==> src/rtl/iic_key_ctrl.sv <==
// iic_key_ctrl: push-button command front end for the EEPROM I2C master.
// Two bouncy active-low buttons are synchronised, debounced and edge-detected.
// Each accepted press produces one active-low strobe on key_rd or key_wr,
// followed by a lockout window. data_in advances after every issued write.
//
// Build option: define IIC_KEY_CMD_QUEUE_EN to keep one pending command
// that is captured during ISSUE/LOCK and launched once the lockout ends.
// With the macro undefined, presses during ISSUE/LOCK are dropped.
//
//  state | meaning
//  IDLE  | waiting for a press (or a pending command)
//  ISSUE | selected strobe held low for PULSE_CYCLES cycles
//  LOCK  | lockout for LOCKOUT_CYCLES cycles, busy still high
module iic_key_ctrl #(
  parameter int unsigned DEBOUNCE_CYCLES = 1000000,
  parameter int unsigned PULSE_CYCLES    = 4,
  parameter int unsigned LOCKOUT_CYCLES  = 5000000,
  parameter logic [7:0]  DATA_INIT       = 8'h00,
  parameter logic [7:0]  DATA_STEP       = 8'h01
) (
  input  logic       clk,
  input  logic       rst,
  input  logic       key_rd_raw,
  input  logic       key_wr_raw,
  output logic       key_rd,
  output logic       key_wr,
  output logic [7:0] data_in,
  output logic       busy
);

  localparam int unsigned DB_W   = $clog2(DEBOUNCE_CYCLES) + 1;
  localparam int unsigned TM_MAX = (PULSE_CYCLES > LOCKOUT_CYCLES) ? PULSE_CYCLES : LOCKOUT_CYCLES;
  localparam int unsigned TM_W   = $clog2(TM_MAX) + 1;

  localparam logic [DB_W-1:0] DB_LAST    = DB_W'(DEBOUNCE_CYCLES - 1);
  localparam logic [TM_W-1:0] PULSE_LOAD = TM_W'(PULSE_CYCLES - 1);
  localparam logic [TM_W-1:0] LOCK_LOAD  = TM_W'(LOCKOUT_CYCLES - 1);

  typedef enum logic [1:0] {IDLE, ISSUE, LOCK} state_t;

  // bit 0 = read key, bit 1 = write key
  logic [1:0]      raw;
  logic [1:0]      sync1;
  logic [1:0]      sync2;
  logic [1:0]      stable;
  logic [1:0]      stable_d;
  logic [1:0]      press;
  logic [DB_W-1:0] db_cnt [2];

  state_t          state;
  logic            cmd_wr;
  logic [TM_W-1:0] tmr;
  logic            go;
  logic            go_wr;

`ifdef IIC_KEY_CMD_QUEUE_EN
  logic            pend_v;
  logic            pend_wr;
`endif

  assign raw   = {key_wr_raw, key_rd_raw};
  // stable level fell 1->0 on the previous edge; releases are ignored
  assign press = stable_d & ~stable;

  // Two-flop synchroniser for both raw keys
  always_ff @(posedge clk) begin
    if (rst) begin
      sync1 <= 2'b11;
      sync2 <= 2'b11;
    end else begin
      sync1 <= raw;
      sync2 <= sync1;
    end
  end

  // Debounce: accept a new level only after it has differed for DEBOUNCE_CYCLES edges
  always_ff @(posedge clk) begin
    if (rst) begin
      stable   <= 2'b11;
      stable_d <= 2'b11;
      for (int i = 0; i < 2; i++) db_cnt[i] <= '0;
    end else begin
      stable_d <= stable;
      for (int i = 0; i < 2; i++) begin
        if (sync2[i] == stable[i]) begin
          db_cnt[i] <= '0;
        end else if (db_cnt[i] == DB_LAST) begin
          stable[i] <= sync2[i];
          db_cnt[i] <= '0;
        end else begin
          db_cnt[i] <= db_cnt[i] + 1'b1;
        end
      end
    end
  end

  // Launch decision in IDLE: pending command first, then a fresh press (read wins a tie)
  always_comb begin
    go    = 1'b0;
    go_wr = 1'b0;
    if (state == IDLE) begin
`ifdef IIC_KEY_CMD_QUEUE_EN
      if (pend_v) begin
        go    = 1'b1;
        go_wr = pend_wr;
      end else if (|press) begin
        go    = 1'b1;
        go_wr = ~press[0];
      end
`else
      if (|press) begin
        go    = 1'b1;
        go_wr = ~press[0];
      end
`endif
    end
  end

  // Command FSM with registered strobes, busy and write data
  always_ff @(posedge clk) begin
    if (rst) begin
      state   <= IDLE;
      cmd_wr  <= 1'b0;
      tmr     <= '0;
      key_rd  <= 1'b1;
      key_wr  <= 1'b1;
      busy    <= 1'b0;
      data_in <= DATA_INIT;
`ifdef IIC_KEY_CMD_QUEUE_EN
      pend_v  <= 1'b0;
      pend_wr <= 1'b0;
`endif
    end else begin
`ifdef IIC_KEY_CMD_QUEUE_EN
      // only the first press of an ISSUE/LOCK window is remembered
      if (state != IDLE && !pend_v && |press) begin
        pend_v  <= 1'b1;
        pend_wr <= ~press[0];
      end
      if (state == IDLE && pend_v) pend_v <= 1'b0;
`endif
      case (state)
        IDLE: begin
          if (go) begin
            state  <= ISSUE;
            cmd_wr <= go_wr;
            key_rd <= go_wr;
            key_wr <= ~go_wr;
            busy   <= 1'b1;
            tmr    <= PULSE_LOAD;
          end
        end
        ISSUE: begin
          if (tmr == '0) begin
            key_rd <= 1'b1;
            key_wr <= 1'b1;
            state  <= LOCK;
            tmr    <= LOCK_LOAD;
          end else begin
            tmr <= tmr - 1'b1;
          end
        end
        LOCK: begin
          if (tmr == '0) begin
            state <= IDLE;
            busy  <= 1'b0;
            // data stays frozen for the whole transaction, advances only afterwards
            if (cmd_wr) data_in <= data_in + DATA_STEP;
          end else begin
            tmr <= tmr - 1'b1;
          end
        end
        default: begin
          state  <= IDLE;
          key_rd <= 1'b1;
          key_wr <= 1'b1;
          busy   <= 1'b0;
        end
      endcase
    end
  end

endmodule

==> config.mk <==
export PLATFORM = sky130hd
export DESIGN_NAME = iic_key_ctrl
export DESIGN_NICKNAME = d
export VERILOG_FILES = /design/src/rtl/iic_key_ctrl.sv
export SDC_FILE = /design/constraint.sdc
export NUM_CORES = 1
export LEC_CHECK = 0
export ABC_AREA = 0
export CORE_MARGIN = 1
export CORE_UTILIZATION = 60
export CTS_BUF_LIST = sky130_fd_sc_hd__clkbuf_16
export CTS_CLUSTER_SIZE = 10
export DETAILED_ROUTE_END_ITERATION = 8
export PLACE_DENSITY = 0.87
export SETUP_SLACK_MARGIN = 0.4
export SLEW_MARGIN = 0
export SYNTH_ARGS = -nofsm -noshare
export SYNTH_HDL_FRONTEND = slang
export SYNTH_SLANG_ARGS = --single-unit
==> constraint.sdc <==
create_clock -name clk -period 4.26 [get_ports clk]
set_input_delay 0.639 -clock clk [delete_from_list [all_inputs] [get_ports clk]]
set_output_delay 0.639 -clock clk [all_outputs]
set_load 0.02 [all_outputs]
; ---- Yosys cells after proc, flatten, opt, wreduce, memory -nomap -nowiden
; Memory sizes are Yosys's and may differ from the RTL's.
; Index checks and enable logic that the tools add are counted.
[totals]
register_bits = 46
mem_bits_rw = 42
memories = 1
in_bits = 4
[memory_table]
columns = memory, depth, width, rd, rd_ports_with_merged_regs, wr, line
row1 = db_cnt, 2, 21, 2, 0, 2, 48  ; logic [DB_W-1:0] db_cnt [2];
[op_classes]
add_sub_neg = 4
n_reduce_logical = 12
bitwise_logic = 14
muxes = 50
eq_ne = 10
[op_table]
columns = cell, n
row1 = 21-bit two-way mux, 6
row2 = 24-bit two-way mux, 3
row3 = 24-bit case mux with 3 select lines, 1
row4 = "21-bit by 1-bit adder with 21-bit output, second input constant", 2
row5 = "21-bit by 20-bit == test with 1-bit output, second input constant", 2
row6 = 1-bit two-way mux, 33
row7 = 24-bit zero test, 1
row8 = "24-bit by 1-bit subtractor with 24-bit output, second input constant", 1
row9 = 3-bit AND reduction, 5
row10 = 1-bit case mux with 3 select lines, 3
row11 = "8-bit by 1-bit adder with 8-bit output, second input constant", 1
row12 = "2-bit inequality test, second input constant", 4
row13 = 2-bit two-way mux, 3
row14 = 1-bit NOT, 6
row15 = 1-bit bitwise OR, 6
row16 = 2-bit case mux with 3 select lines, 1
row17 = 2-bit AND reduction, 3
row18 = 3-bit nonzero test, 1
row19 = 2-bit bitwise AND, 1
row20 = 1-bit == test, 2
row21 = "2-bit by 1-bit == test with 1-bit output, second input constant", 1
row22 = "2-bit == test, second input constant", 1
row23 = 2-bit zero test, 1
row24 = 2-bit NOT, 1
row25 = 2-bit OR reduction, 1

; ---- Depth between registers and ports, before layout
[logic_depth]
depth_word = 8
mapped_depth = 9
mapped_depth_nobuf = 7

; ---- Least setup slack after synthesis
; No wires, ideal clock.
[synth_timing]
path_kind = register -> register
from = register tmr[0]
to = register key_rd
synth_period_minus_slack_ps = 2320
arrival_ps = 2198
path_slack_ps = 1940
path_stages_with_launch = 8
n_path_buf = 0
setup_time_ps = 122
path_cell_list = dfxtp_1 > inv_1 > ha_1 > or4b_4 > or4_4 > o21ai_2 > nand2_1 > a221o_1
[synth_between]
elab_chain_len = 3
[synth_lines]
columns = item, line
row1 = "start, declared", 52  ; logic [TM_W-1:0] tmr;
row2 = "start signal, assigned", 160  ; tmr <= tmr - 1'b1;
row3 = "start signal, assigned", 170  ; tmr <= tmr - 1'b1;
row4 = 24-bit zero test, 154  ; if (tmr == '0) begin
row5 = 2-bit inequality test (no line), --
row6 = 3-bit AND reduction (no line), --
row7 = "end signal, assigned", 147  ; key_rd <= go_wr;
row8 = "end, declared", 25  ; output logic key_rd,
; No other way between the ends.
; A chain may end at the register's enable or synchronous reset.

; ---- Worst setup path after layout
[layout_timing]
from = register tmr[0]
to = register tmr[9]
[layout_between]
elab_chain_len = 3
word_cells_on_any_way = 7
cone_classes = add/sub (1) / eq/ne (1) / mux (3) / reduce/logical (2)
[layout_lines]
columns = item, line
row1 = 24-bit by 1-bit subtractor with 24-bit output / 24-bit zero test (equally long branches), --
row2 = "24-bit two-way mux, or another cell as far along", 164  ; if (tmr == '0) begin
row3 = 24-bit case mux with 3 select lines / 3-bit AND reduction (equally long branches), --
; Parallel ways exist; a longest one is shown, timed or not. The select of a mux whose other input is x is not followed.

==> flow_metrics.py <==
metrics = {
    "hold_path": {
        "min-delay-start": "sync1[1]",
        "hold_class": "reg2reg",
        "min_path_cells": 1,
        "hold-path-endpoint": "sync2[1]",
    },
    "global_routing": {
        "antenna_found_initial": 0,
        "grt_pass1_vias": 3629,
        "grt-ovfl-total": 0,
        "grt_max_degree": 22,
        "grt.total_usage": 0.249,
        "grt_pass1_wl_um": 16300,
    },
    "logic_synthesis": {
        "synth-edff-count": 42,
        "avgSynthCellArea_um2": 9.38,
        "synth.area.top_cells": "edfxtp_1 (27%), dfxtp_1 (20%), nor2_1 (5.7%)",
        "ys_warn_count": 0,
        "ys.flop_type": "dfxtp_1",
        "synth_top_cell_by_area": "edfxtp_1",
        "synthArstFlopShare": 0,
        "synth_cell_type_count": 59,
        "ys_seq_area_frac": 0.470,
        "synth_area_um2": 4640,
        "ys_seq_elements": 88,
        "synth.top_cell.area_share": 0.272,
        "postSynthCellCount": 495,
    },
    "finish": {
        "drive_gt1_frac": 0.0655,
        "fillCellCount": 542,
        "area_growth_pct": 13.8,
        "antenna_cells": 0,
        "final_nets": 557,
    },
    "setup_path": {
        "r2r_slack_ns": 1.48,
        "worst-r2r-cell-count": 7,
        "worstPathRequired_ns": 4.48,
        "arrival_ns": 3.00,
        "crit_slowest_cell": "nor4_4",
        "crit_path_max_incr_delay_ns": 0.64,
        "worstReg2RegEnd": "tmr[9]",
        "path_cells": "inv_1, ha_1, or4b_4, nor4_4, a21o_1, o21ai_0, a211o_1",
        "path_max_fanout": 11,
        "worstSetupPathType": "reg2reg",
        "r2r-start": "tmr[0]",
        "crit_path_start_kind": "register",
        "critPathCaptureType": "register",
    },
    "timing": {
        "relSlewSlack": 0.521,
        "setup_slack_ns": 1.48,
        "finalHoldViolCount": 0,
        "worst_pin_slew_ns": 0.712,
        "finalCriticalPeriod_ns": 2.78,
        "final.setup.tns_ns": 0,
        "finClkSkew_ns": 0.0102,
        "setup_viol": 0,
        "rsz0062_at_grt": "false",
        "fin_crit_sh": 0.652,
        "drv_slew": 0,
        "max_freq_mhz": 360,
    },
    "die": {
        "rows": 31,
        "initial_core_util": 0.630,
        "core_um2": 7370,
        "die_w_um": 90.0,
        "dieArea_um2": 8090,
        "die_h_um": 90.0,
        "pin_count": 15,
    },
    "clocking": {
        "cts_tree": "built",
        "root_buffer": "clkbuf_16",
        "cts.clk_slew.worst_paths_ns": 0.07,
        "insertion_delay_ns": 0.34,
        "clock_path_buffers": 2,
        "cts-resized-gates": 0,
        "cts_buffers": 9,
        "cts_post_setup_buffers_inserted": 0,
        "h-tree-depth": 3,
        "cts_hold_buf": 0,
        "clock-sinks": 88,
    },
    "routing": {
        "vias": 3779,
        "viasPerCell": 5.82,
        "first_pass_iters": 5,
        "drt_wl_total_um": 9410,
        "drc": 0,
        "avgRoutedWirePerCell_um": 14.5,
        "drt_iter0_drc": 206,
        "drtAntennaViolNets": 0,
    },
    "pwr": {
        "power_density_nw_per_um2": 403,
        "ir_worst_vdd_v": 0.000332,
        "p_leak_nw": 1.96,
    },
    "run_status": {
        "status": "complete, no violations",
    },
    "placement": {
        "post-place-ws_ns": 1.53,
        "dp.final_hpwl_um": 6630,
        "gp_congestion": 0.836,
        "port_buffers": 14,
    },
    "flow_run": {
        "drv_cap": 0,
    },
}
==> layout make-up <==
| class | count | area, um2 | share of cell area |
|---|---|---|---|
| clock buffer | 9 | 225 | 0.0426 |
| clock inverter | 7 | 70.1 | 0.0133 |
| inverter | 13 | 48.8 | 0.00923 |
| multi-input combinational | 418 | 2490 | 0.471 |
| sequential | 88 | 2180 | 0.413 |
| tap | 99 | 124 | 0.0234 |
| timing repair buffer | 15 | 148 | 0.0279 |
==> worst max-delay path: cells and delay by family (launching register included) <==
family	cells	cell delay, ns
compound gates	3	0.84
fa+ha+maj	1	0.22
buf+inv	1	0.08
flops	1	0.34
simple gates	2	1.18
==> sequential cells by signal (all words and copies together), names as in the netlist <==
signal / cells
key_rd: 1
stable: 2
tmr: 24
busy: 1
data_in: 8
cmd_wr: 1
sync2: 2
key_wr: 1
state: 2
db_cnt: 42
stable_d: 2
sync1: 2
==> per-layer routing <==
metal | track usage | vias to the layer above | part of all wire
met5 | 0 | - | 0
met2 | 0.432 | 64 | 0.50
met1 | 0.306 | 1819 | 0.45
met3 | 0.0457 | 18 | 0.033
met4 | 0.103 | 0 | 0.018
li1 | - | 1878 | -
==> power breakdown <==
group / leakage (nW) / switching, mW / internal [mW]
sequential: 0.806 / 0.0375 / 0.920
combinational: 1.01 / 0.251 / 0.137
clock: 0.148 / 0.329 / 0.456
==> cell families after synthesis <==
group | count (synthesis) | share of synthesized area
AND/OR/NAND/NOR | 233 | 0.264
AO/OA/AOI/OAI | 89 | 0.128
flip-flops | 88 | 0.470
XOR/XNOR | 42 | 0.0792
buffers and inverters | 30 | 0.0275
adder cells (fa/ha/maj) | 8 | 0.0216
multiplexers | 4 | 0.00862
other | 1 | 0.000808
==> cell usage after synthesis, types with 17 or more instances <==
cell type / instances
xor2_1: 24
nand2_1: 35
nor2_1: 70
edfxtp_1: 42
dfxtp_1: 46
nor3_1: 17
xnor2_1: 18
o21ai_0: 17
nand3_1: 25
a21oi_1: 25
==> layout by cell type, fill, tap and decap left out, types with 3 or more instances in the layout <==
cell type	Yosys	routed
a211o_1	4	4
or3_1	13	13
nor4_1	13	13
dfxtp_1	46	46
clkbuf_16	0	9
o31ai_1	8	8
or2_2	8	8
a22o_1	4	4
a31oi_1	4	4
inv_1	13	13
a211oi_1	5	5
nor2_1	70	70
and4_1	4	4
clkdlybuf4s50_1	0	14
and3_1	6	6
a21oi_1	25	25
xnor2_1	18	18
nand2_1	35	35
or4_1	6	6
a21o_1	4	4
and2_1	3	3
nand4_1	13	13
ha_1	8	8
edfxtp_1	42	42
nand2b_1	5	5
nor3_1	17	17
xor2_1	24	24
conb_1	1	42
o21ai_0	17	17
mux2i_1	4	4
nand3_1	25	25
==> how the worst max path moves through the flow <==
stage                     cells after the start    from  endpoint
after global routing                          7  tmr[1]   tmr[12]
after CTS                                     7  tmr[0]    tmr[7]
after global placement                        6     rst    tmr[3]
after floorplan                               7  tmr[0]    key_rd
final                                         7  tmr[0]    tmr[9]
after detailed placement                      7  tmr[0]    tmr[3]
==> per-stage QoR <==
stage | hold WS (ns) | cells | instance area (um2) | utilization | power, mW
floorplan | 0.389 | 536 | 4800 | - | 1.28
global placement | 0.396 | 633 | 4990 | 0.677 | 1.34
detailed placement | 0.404 | 633 | 4990 | 0.677 | 1.35
CTS | 0.410 | 649 | 5290 | 0.717 | 2.14
global route | 0.437 | 649 | 5290 | 0.717 | 2.23
finish | 0.407 | 649 | 5290 | 0.717 | 2.13
Power figures use the tool's default switching activity.
